<file path="src/rtl/wdog_pkg.sv">
// wdog_pkg: shared state encoding and default timing constants for watchdog_kick_mon
//   state_t         : FSM state encoding driven onto o_state (IDLE/RUN/FAULT)
//   DEF_TIMEOUT     : default number of missed ticks before a channel faults
//   DEF_HALF_PERIOD : default prescaler terminal count (WDI half-period minus one)
package wdog_pkg;
    typedef enum logic [1:0] {
        ST_IDLE  = 2'd0,
        ST_RUN   = 2'd1,
        ST_FAULT = 2'd2
    } state_t;
    localparam int unsigned DEF_TIMEOUT     = 5;
    localparam int unsigned DEF_HALF_PERIOD = 24900;
endpackage

</file>
<file path="src/rtl/watchdog_kick_mon_if.sv">
// watchdog_kick_mon_if: control/status bundle between the watchdog kick monitor and its host
//   i_dog_en    : global enable for supervision and kicking
//   i_ch_en     : per-channel supervision enable
//   i_hb        : per-channel single-cycle heartbeat pulses
//   i_fault_clr : single-cycle pulse clearing latched faults
//   o_wdi       : kick output to the external watchdog IC
//   o_fault     : OR of all latched channel faults
//   o_fault_ch  : latched per-channel fault flags
//   o_state     : FSM state (IDLE/RUN/FAULT)
// master drives the inputs (host/testbench), slave is the monitor itself.
interface watchdog_kick_mon_if
    import wdog_pkg::*;
#(
    parameter int unsigned CH_NUM = 4
);
    logic              i_dog_en;
    logic [CH_NUM-1:0] i_ch_en;
    logic [CH_NUM-1:0] i_hb;
    logic              i_fault_clr;
    logic              o_wdi;
    logic              o_fault;
    logic [CH_NUM-1:0] o_fault_ch;
    state_t            o_state;

    modport master (
        output i_dog_en, i_ch_en, i_hb, i_fault_clr,
        input  o_wdi, o_fault, o_fault_ch, o_state
    );

    modport slave (
        input  i_dog_en, i_ch_en, i_hb, i_fault_clr,
        output o_wdi, o_fault, o_fault_ch, o_state
    );
endinterface

</file>
<file path="src/rtl/wdog_ch_mon.sv">
// wdog_ch_mon: one heartbeat channel; miss counter plus timeout (and optional early-kick) detect
//   clk, rst_n : clock, asynchronous active-low reset
//   i_run      : monitor is in RUN
//   i_en       : this channel is enabled
//   i_hb       : heartbeat pulse
//   i_tick     : prescaler wrap tick
//   o_set      : combinational fault-set pulse, registered by the top
// Optional build macro WDOG_WINDOW_EN adds the early-heartbeat (window) check.
module wdog_ch_mon #(
    parameter int unsigned TIMEOUT = 5,
    parameter int unsigned TO_W    = 8
`ifdef WDOG_WINDOW_EN
    ,
    parameter int unsigned MIN_GAP = 1
`endif
) (
    input  logic clk,
    input  logic rst_n,
    input  logic i_run,
    input  logic i_en,
    input  logic i_hb,
    input  logic i_tick,
    output logic o_set
);
    logic [TO_W-1:0] r_cnt;
    logic            w_act;
    logic            w_to;

    assign w_act = i_run && i_en;
    // Timeout fires on the edge where the counter would step onto TIMEOUT; a heartbeat in the same cycle wins.
    assign w_to  = w_act && !i_hb && i_tick && (r_cnt == TO_W'(TIMEOUT - 1));

    always_ff @(posedge clk or negedge rst_n) begin
        if (!rst_n)
            r_cnt <= '0;
        else
            r_cnt <= (!w_act || i_hb) ? '0 :
                     (i_tick && r_cnt != TO_W'(TIMEOUT)) ? r_cnt + 1'b1 : r_cnt;
    end

`ifdef WDOG_WINDOW_EN
    logic r_seen;
    logic w_early;

    // r_seen marks that a heartbeat has arrived since the channel became active, so the first one is exempt.
    assign w_early = w_act && i_hb && r_seen && (r_cnt < TO_W'(MIN_GAP));
    assign o_set   = w_to || w_early;

    always_ff @(posedge clk or negedge rst_n) begin
        if (!rst_n)
            r_seen <= 1'b0;
        else
            r_seen <= w_act && (r_seen || i_hb);
    end
`else
    assign o_set = w_to;
`endif
endmodule

</file>
<file path="src/rtl/watchdog_kick_mon.sv">
// watchdog_kick_mon: external-watchdog WDI kick generator gated by multi-channel heartbeat supervision
//   clk, rst_n : clock, asynchronous active-low reset
//   bus        : watchdog_kick_mon_if.slave (i_dog_en, i_ch_en, i_hb, i_fault_clr,
//                o_wdi, o_fault, o_fault_ch, o_state)
// Holds the prescaler, the IDLE/RUN/FAULT FSM, o_wdi and the latched fault flags;
// one wdog_ch_mon per channel does the miss counting.
// Optional build macro WDOG_WINDOW_EN enables early-heartbeat (window) faults using MIN_GAP.
module watchdog_kick_mon
    import wdog_pkg::*;
#(
    parameter int unsigned CH_NUM      = 4,
    parameter int unsigned CNT_W       = 25,
    parameter int unsigned HALF_PERIOD = DEF_HALF_PERIOD,
    parameter int unsigned TIMEOUT     = DEF_TIMEOUT,
    parameter int unsigned TO_W        = 8,
    parameter int unsigned MIN_GAP     = 1
) (
    input logic                 clk,
    input logic                 rst_n,
    watchdog_kick_mon_if.slave  bus
);
    if (CH_NUM < 1 || CH_NUM > 16 || TIMEOUT < 2 || TIMEOUT > 255 || MIN_GAP >= TIMEOUT) begin : g_bad_cfg
        $error("watchdog_kick_mon: parameter out of range");
    end

    state_t            r_state;
    logic [CNT_W-1:0]  r_presc;
    logic              r_wdi;
    logic [CH_NUM-1:0] r_fault_ch;
    logic              r_fault;
    logic              w_run;
    logic              w_tick;
    logic [CH_NUM-1:0] w_set;
    logic [CH_NUM-1:0] w_flags_nxt;

    assign w_run  = (r_state == ST_RUN);
    assign w_tick = w_run && (r_presc == CNT_W'(HALF_PERIOD));

    for (genvar g = 0; g < CH_NUM; g++) begin : g_ch
        wdog_ch_mon #(
            .TIMEOUT (TIMEOUT),
            .TO_W    (TO_W)
`ifdef WDOG_WINDOW_EN
            ,
            .MIN_GAP (MIN_GAP)
`endif
        ) u_ch (
            .clk    (clk),
            .rst_n  (rst_n),
            .i_run  (w_run),
            .i_en   (bus.i_ch_en[g]),
            .i_hb   (bus.i_hb[g]),
            .i_tick (w_tick),
            .o_set  (w_set[g])
        );
    end

    // A fault raised in the same cycle as a clear survives the clear.
    assign w_flags_nxt = bus.i_fault_clr ? w_set : (r_fault_ch | w_set);

    always_ff @(posedge clk or negedge rst_n) begin
        if (!rst_n) begin
            r_state    <= ST_IDLE;
            r_presc    <= '0;
            r_wdi      <= 1'b1;
            r_fault_ch <= '0;
            r_fault    <= 1'b0;
        end else begin
            r_fault_ch <= w_flags_nxt;
            r_fault    <= |w_flags_nxt;
            if (!bus.i_dog_en) begin
                r_state <= ST_IDLE;
                r_presc <= '0;
                r_wdi   <= 1'b1;
            end else begin
                case (r_state)
                    ST_IDLE: begin
                        if (r_fault) begin
                            r_state <= ST_FAULT;
                        end else begin
                            r_state <= ST_RUN;
                            r_presc <= '0;
                            r_wdi   <= 1'b0;
                        end
                    end
                    ST_RUN: begin
                        // On the fault edge WDI is frozen, even if a tick coincides.
                        if (|w_set) begin
                            r_state <= ST_FAULT;
                        end else if (w_tick) begin
                            r_presc <= '0;
                            r_wdi   <= ~r_wdi;
                        end else begin
                            r_presc <= r_presc + 1'b1;
                        end
                    end
                    ST_FAULT: begin
                        if (bus.i_fault_clr) begin
                            r_state <= ST_RUN;
                            r_presc <= '0;
                            r_wdi   <= 1'b0;
                        end
                    end
                    default: begin
                        r_state <= ST_IDLE;
                        r_presc <= '0;
                        r_wdi   <= 1'b1;
                    end
                endcase
            end
        end
    end

    assign bus.o_wdi      = r_wdi;
    assign bus.o_fault    = r_fault;
    assign bus.o_fault_ch = r_fault_ch;
    assign bus.o_state    = r_state;
endmodule

</file>
<file path="src/flat_wrapper.sv">
// flat-port wrapper written by rule: the top's interface ports become plain ports
module watchdog_kick_mon_flat import wdog_pkg::*;
#(
    parameter int unsigned CH_NUM      = 4,
    parameter int unsigned CNT_W       = 25,
    parameter int unsigned HALF_PERIOD = DEF_HALF_PERIOD,
    parameter int unsigned TIMEOUT     = DEF_TIMEOUT,
    parameter int unsigned TO_W        = 8,
    parameter int unsigned MIN_GAP     = 1
)
  (clk, rst_n, bus_i_dog_en, bus_i_ch_en, bus_i_hb, bus_i_fault_clr, bus_o_wdi, bus_o_fault, bus_o_fault_ch, bus_o_state);
  watchdog_kick_mon_if #(.CH_NUM(CH_NUM)) bus_i ();
  input logic clk;
  input logic rst_n;
  input wire logic [$bits(bus_i.i_dog_en)-1:0] bus_i_dog_en;
  input wire logic [$bits(bus_i.i_ch_en)-1:0] bus_i_ch_en;
  input wire logic [$bits(bus_i.i_hb)-1:0] bus_i_hb;
  input wire logic [$bits(bus_i.i_fault_clr)-1:0] bus_i_fault_clr;
  output wire logic [$bits(bus_i.o_wdi)-1:0] bus_o_wdi;
  output wire logic [$bits(bus_i.o_fault)-1:0] bus_o_fault;
  output wire logic [$bits(bus_i.o_fault_ch)-1:0] bus_o_fault_ch;
  output wire logic [$bits(bus_i.o_state)-1:0] bus_o_state;
  assign bus_i.i_dog_en = bus_i_dog_en;
  assign bus_i.i_ch_en = bus_i_ch_en;
  assign bus_i.i_hb = bus_i_hb;
  assign bus_i.i_fault_clr = bus_i_fault_clr;
  assign bus_o_wdi = bus_i.o_wdi;
  assign bus_o_fault = bus_i.o_fault;
  assign bus_o_fault_ch = bus_i.o_fault_ch;
  assign bus_o_state = bus_i.o_state;
  watchdog_kick_mon #(.CH_NUM(CH_NUM), .CNT_W(CNT_W), .HALF_PERIOD(HALF_PERIOD), .TIMEOUT(TIMEOUT), .TO_W(TO_W), .MIN_GAP(MIN_GAP)) u_core (.clk(clk), .rst_n(rst_n), .bus(bus_i));
endmodule
</file>
<file path="config.mk">
export PLATFORM = sky130hd
export DESIGN_NAME = watchdog_kick_mon_flat
export DESIGN_NICKNAME = d
export VERILOG_FILES = /design/src/rtl/wdog_pkg.sv /design/src/rtl/watchdog_kick_mon_if.sv /design/src/rtl/wdog_ch_mon.sv /design/src/rtl/watchdog_kick_mon.sv /design/src/flat_wrapper.sv
export SDC_FILE = /design/constraint.sdc
export NUM_CORES = 1
export LEC_CHECK = 0
export BUFFER_PORTS_ARGS = -buffer_cell sky130_fd_sc_hd__buf_2
export CORE_ASPECT_RATIO = 0.9
export CORE_MARGIN = 1
export CORE_UTILIZATION = 47
export CTS_BUF_LIST = sky130_fd_sc_hd__clkbuf_16
export CTS_CLUSTER_SIZE = 10
export DETAILED_ROUTE_END_ITERATION = 6
export PLACE_DENSITY = 0.66
export SETUP_SLACK_MARGIN = 0.2
export SYNTH_ARGS = -nofsm -noshare
export SYNTH_HDL_FRONTEND = slang
export SYNTH_SLANG_ARGS = --single-unit
export TNS_END_PERCENT = 5
</file>
<file path="constraint.sdc">
create_clock -name clk -period 2.55 [get_ports clk]
set_input_delay 0.3825 -clock clk [delete_from_list [all_inputs] [get_ports clk]]
set_output_delay 0.3825 -clock clk [all_outputs]
set_load 0.05 [all_outputs]
</file>
After elaboration in Yosys (flattened, before gate mapping)

Index checks and enable logic that the tools add are counted.

Output and inout port bits: 8
Bits in registers: 65
Input port bits: 12

Eq/ne operators: 16
$add $sub $neg: 5
Reduce and logical (&&, ||, !) cells: 43
Mux-type cells: 26
Bitwise logic cells: 2

Operators with widths:

| cell                    | count |
|---|---|
| $mux W25                | 5 |
| $pmux W25 S3            | 1 |
| $mux W8                 | 8 |
| $add A8 B1 Y8 const B   | 4 |
| $eq A8 B3 Y1 const B    | 4 |
| $ne A8 B3 Y1 const B    | 4 |
| $add A25 B1 Y25 const B | 1 |
| $eq A25 B15 Y1 const B  | 1 |
| $logic_and A1 B1 Y1     | 21 |
| $ne A3 B3 Y1 const B    | 3 |
| $logic_not A1 Y1        | 8 |
| $mux W2                 | 4 |
| $reduce_bool A2 Y1      | 4 |
| $reduce_or A4 Y1        | 2 |
| $ne A3 B2 Y1 const B    | 2 |
| $pmux W2 S3             | 1 |
| $mux W1                 | 5 |
| $logic_or A1 B1 Y1      | 4 |
| $mux W4                 | 1 |
| $or A4 B4 Y4            | 1 |
| $reduce_and A4 Y1       | 1 |
| $pmux W1 S3             | 1 |
| $reduce_and A3 Y1       | 1 |
| $eq A2 B1 Y1 const B    | 1 |
| other kinds (4)         | 4 |

Longest topological paths before layout

Depth after elaboration: 9
Mapped depth: 10
Depth with buffers taken out: 8

Hierarchy

Synthesis repeated with hierarchy kept, for this count alone.

Cell total of the unflattened synthesis: 405
Area, all modules: 3852.4 µm²

By module, submodules not included:

| module            | cells each | seq. area each (µm²) | area each (µm²) | times used |
|---|---|---|---|---|
| wdog_ch_mon       | 53         | 200.2                | 495.5           | 4 |
| watchdog_kick_mon | 193        | 827.0                | 1870.5          | 1 |

Worst setup path before layout

No wires, ideal clock.

Path type: register to register
From: register u_core.r_presc[7]
To: register u_core.r_presc[4]
Path slack: -0.064 ns
Period minus slack after synthesis: 2.614 ns
Required time: 2.474 ns
Arrival time: 2.538 ns
Cell stages (with the launch flop): 10
Cell sequence: dfrtp_1 or4_1 or4_1 buf_6 or2_0 buf_6 o31ai_4 buf_6 o21ai_1 o21ai_1

Word-level cells in the longest chain between the ends: 7
Elaborated cells on any way between the ends: 17
Those cells by class: 2 x eq/ne; 4 x mux; 11 x reduce/logical

Ends and longest elaborated chain:

| element                            | RTL line                | source |
|---|---|---|
| from (decl)                        | watchdog_kick_mon.sv:27 | `logic [CNT_W-1:0] r_presc;` |
| from (signal assigned)             | watchdog_kick_mon.sv:94 | `r_presc <= r_presc + 1'b1;` |
| $eq A25 B15 Y1 (*)                 | watchdog_kick_mon.sv:37 | `assign w_tick = w_run && (r_presc == CNT_W'(HALF_PERIOD));` |
| $logic_and A1 B1 Y1 (*)            | watchdog_kick_mon.sv:37 |  |
| $logic_and A1 B1 Y1 (2 in series)  | wdog_ch_mon.sv:31       | `assign w_to = w_act && !i_hb && i_tick && (r_cnt == TO_W'(TIMEOUT - 1));` |
| $reduce_or A4 Y1                   | watchdog_kick_mon.sv:88 | `if (\|w_set) begin` |
| $ne A3 B3 Y1 (no source line)      | n/a                     |  |
| $reduce_and A3 Y1 (no source line) | n/a                     |  |

Every way passes the cells marked *; elsewhere a longest branch is shown, timed or not. The select of a mux whose other input is x is not followed.
A chain may end at the register's enable or synchronous reset.

Worst setup path after layout

From: register u_core.r_presc[7]
To: register u_core.r_presc[20]

Word-level cells in the longest chain between the ends: 7
Elaborated cells on any way between the ends: 18
Those cells by class: 1 x add/sub; 2 x eq/ne; 4 x mux; 11 x reduce/logical

Ends and longest elaborated chain:

| element |
|---|
| branches (longest 7 deep; another with $add A25 B1 Y25) |

Parallel ways; which one is timed is not known. The select of a mux whose other input is x is not followed.

==> impl_metrics.tcl <==
set metrics [dict create \
    drive_above_1_share_pct 21.9 \
    yosys.area_share.simple_pct 24.7 \
    grt_pass1_wl_mm 13.4 \
    peakVddDrop_mv 0.313 \
    drtIter0Drc 257 \
    core_area_sq_mm 0.00726 \
    fmax_mhz 391 \
    dpl_cell_area_sq_mm 0.00398 \
    routedWlPerCell_microns 15.3 \
    cts_tree "built" \
    synth-adder-area-share_pct 4.84 \
    rows 29 \
    fp.dieW_microns 94.5 \
    initial_core_util_pct 49.9 \
    fin_util_pct 61.7 \
    cp_max_fo 11 \
    drv_cap 0 \
    layout_commonest_cell "dfrtp_1" \
    synth-seq-cells 65 \
    min_period_ns 2.55 \
    r2r_slack_ns -0.005 \
    worstPathArrival_ns 2.82 \
    path_delay_family "simple AND/OR/NAND/NOR gates" \
    nets 468 \
    ys_seq_area_share_pct 44.9 \
    maxSlewViolCount 0 \
    drcViolationCount 0 \
    num_antenna_cells 0 \
    syn_avg_cell_area_sq_um 9.43 \
    path_depth 7 \
    clkTransAtPathRegs_ns 0.06 \
    crit_end "u_core.r_presc[20]" \
    synth_compound_area_share_pct 12.0 \
    synth_ff_type "dfrtp_1" \
    crit_top_cell "or4_4" \
    cts.sink_count 65 \
    cts-root-buf "clkbuf_16" \
    required_ns 2.82 \
    drtAntennaViolNets 0 \
    dieArea_sq_mm 0.00806 \
    overflow 0 \
    portBuffers 19 \
    stdcell_area_sq_mm 0.00448 \
    ios 20 \
    grt_usage_pct 21.4 \
    violations "setup timing" \
    dp_hpwl_mm 5.54 \
    syn_nets 410 \
    synth_area_sq_mm 0.00362 \
    h-tree-depth 3 \
    power_leakage_nw 1.91 \
    vias_per_cell 5.63 \
    fin_ws_ns -0.00460 \
    die_h_microns 85.3 \
    drt-total-wl_mm 8.26 \
    hold_viol 0 \
    muxShareOfSynthArea_pct 1.38 \
    critPathLaunchType "register" \
    path_buf_inv 2 \
    async_reset_ff_share_pct 100 \
    grt_max_degree 45 \
    status "complete, but fails checks" \
    cp-end-kind "register" \
    setup-violations-final 2 \
    r2r-start "u_core.r_presc[7]" \
    timing.hold.ws_ns 0.0263 \
    slew_headroom_pct 62.8 \
    slowest_delay_ns 0.54 \
    num_vias 3042 \
    ys_types 48 \
    rr_worst_depth 7 \
    crit_start "u_core.r_presc[7]" \
    power_w 0.00234 \
    synth_edf_count 0 \
    clk_latency_ns 0.33 \
    r2r_end "u_core.r_presc[20]" \
    antenna_found_initial 0 \
    ys_warn_count 0 \
    worstPathCellList "or4_4, or4_4, or2_4, o31ai_4, buf_4, clkbuf_16, a22o_2" \
    dr.pass1.iters 5 \
    place_congestion 0.825 \
    synthToLayoutAreaGrowth_pct 23.6 \
    numCtsBuffers 9 \
    synth_xor_area_share_pct 7.50 \
    powerDensity_mw_per_mm2 523 \
    finClkSkew_ns 0.00775 \
    synth_top_family_by_area "simple AND/OR/NAND/NOR gates" \
    slowest_stage "or4_4" \
    grt_pass1_vias 2846 \
    fin_crit_sh_pct 100 \
    hp-class "input pin to async pin" \
    syn_inst 384 \
    worstMarginPinSlew_ns 0.551 \
    clockBufferDepth 2 \
    final_cell_mix "dfrtp_1 (64), nor2_1 (51), nand2_1 (32), buf_4 (32), nand4_1 (28)" \
    rsz0062_at_grt "true" \
    worst-setup-path-type "register to register" \
]
-- layout make-up --
class                   count  area, sq um
multi-input cells         287         1880
flip-flops and latches     65         1630
fillers                   590         2780
well taps                  93          116
clock buffers               9          225
repair buffers             59          473
clock inverters             7         62.6
inverters                  20         87.6
-- layer usage --
layer	GRT usage [%]	share of wire (%)
met1	29.5	47
met4	6.20	1.5
met2	33.6	48
met3	5.11	3.5
met5	0	0
-- metrics by stage --
stage,std cells,setup WS [ns],setup TNS (ns)
CTS,530,0.0307,0
detailed placement,513,0.0226,0
global placement,513,0.108,0
finish,540,-0.00460,-0.00614
global route,540,-0.0804,-0.935
floorplan,384,0.00152,0
-- logic make-up (layout without fill, tap and decap cells) --
family / after synthesis / count (layout)
AO/OA/AOI/OAI: 68 / 68
XOR/XNOR: 31 / 31
adder cells (fa/ha/maj): 14 / 14
buffers and inverters: 32 / 95
flip-flops: 65 / 65
multiplexers: 5 / 5
AND/OR/NAND/NOR: 169 / 169
-- cells in the mapped netlist (2+ instances only) --
| master | number | area share, % |
|---|---|---|
| xor2_1 | 22 | 5.3 |
| a311oi_2 | 2 | 0.83 |
| nor2b_1 | 2 | 0.35 |
| nand4_1 | 28 | 4.8 |
| clkbuf_1 | 3 | 0.31 |
| and2_1 | 2 | 0.35 |
| a31oi_1 | 10 | 1.7 |
| nand3b_1 | 4 | 0.83 |
| o21ai_2 | 2 | 0.48 |
| xnor2_1 | 9 | 2.2 |
| mux2i_1 | 5 | 1.4 |
| a21oi_1 | 14 | 1.9 |
| nor2_1 | 51 | 5.3 |
| and3_1 | 11 | 1.9 |
| nand3_1 | 6 | 0.83 |
| nor4b_1 | 4 | 0.97 |
| or4_1 | 5 | 1.0 |
| nor4_1 | 4 | 0.69 |
| nor3_1 | 6 | 0.83 |
| buf_4 | 3 | 0.62 |
| and4_2 | 2 | 0.55 |
| buf_6 | 5 | 1.6 |
| a311oi_1 | 2 | 0.48 |
| nor4bb_1 | 5 | 1.4 |
| inv_1 | 19 | 2.0 |
| o21ai_1 | 17 | 2.3 |
| ha_1 | 14 | 4.8 |
| o21ai_0 | 9 | 1.2 |
| o22ai_1 | 4 | 0.69 |
| a21o_1 | 2 | 0.41 |
| nand2_1 | 32 | 3.3 |
| dfrtp_1 | 64 | 44 |
-- flip-flops by register name, summed over array words and instances (netlist names) --
register                flops
u_core.g_ch.u_ch.r_cnt     32
u_core.bus.o_fault_ch       4
u_core.bus.o_state          2
u_core.bus.o_wdi            1
u_core.r_presc             25
u_core.bus.o_fault          1
-- how the worst min path moves through the flow --
stage	to	from	cells past startpoint
6_report	u_core.g_ch[0].u_ch.r_cnt[5]	rst_n	1
5_1_grt	u_core.g_ch[0].u_ch.r_cnt[2]	rst_n	1
4_1_cts	u_core.g_ch[0].u_ch.r_cnt[5]	rst_n	1
3_5_place_dp	u_core.g_ch[0].u_ch.r_cnt[5]	rst_n	1
3_3_place_gp	u_core.g_ch[0].u_ch.r_cnt[5]	rst_n	1
2_1_floorplan	u_core.bus.o_fault	rst_n	0
-- report_power, final --
part / switching (W) / internal, W / total [W]
sequential: 0.00000539 / 0.00104 / 0.00104
combinational: 0.0000817 / 0.0000409 / 0.000123
clock: 0.000430 / 0.000744 / 0.00117
-- what timing repair did --
action / in CTS / in global routing
hold buffers: 0 / 0
setup endpoints to repair: 56 / 60
gates cloned: 0 / 4
setup buffers: 1 / 6
resized for setup: 0 / 22
pin swaps: 0 / 12
(Power assumes the default switching activity.)
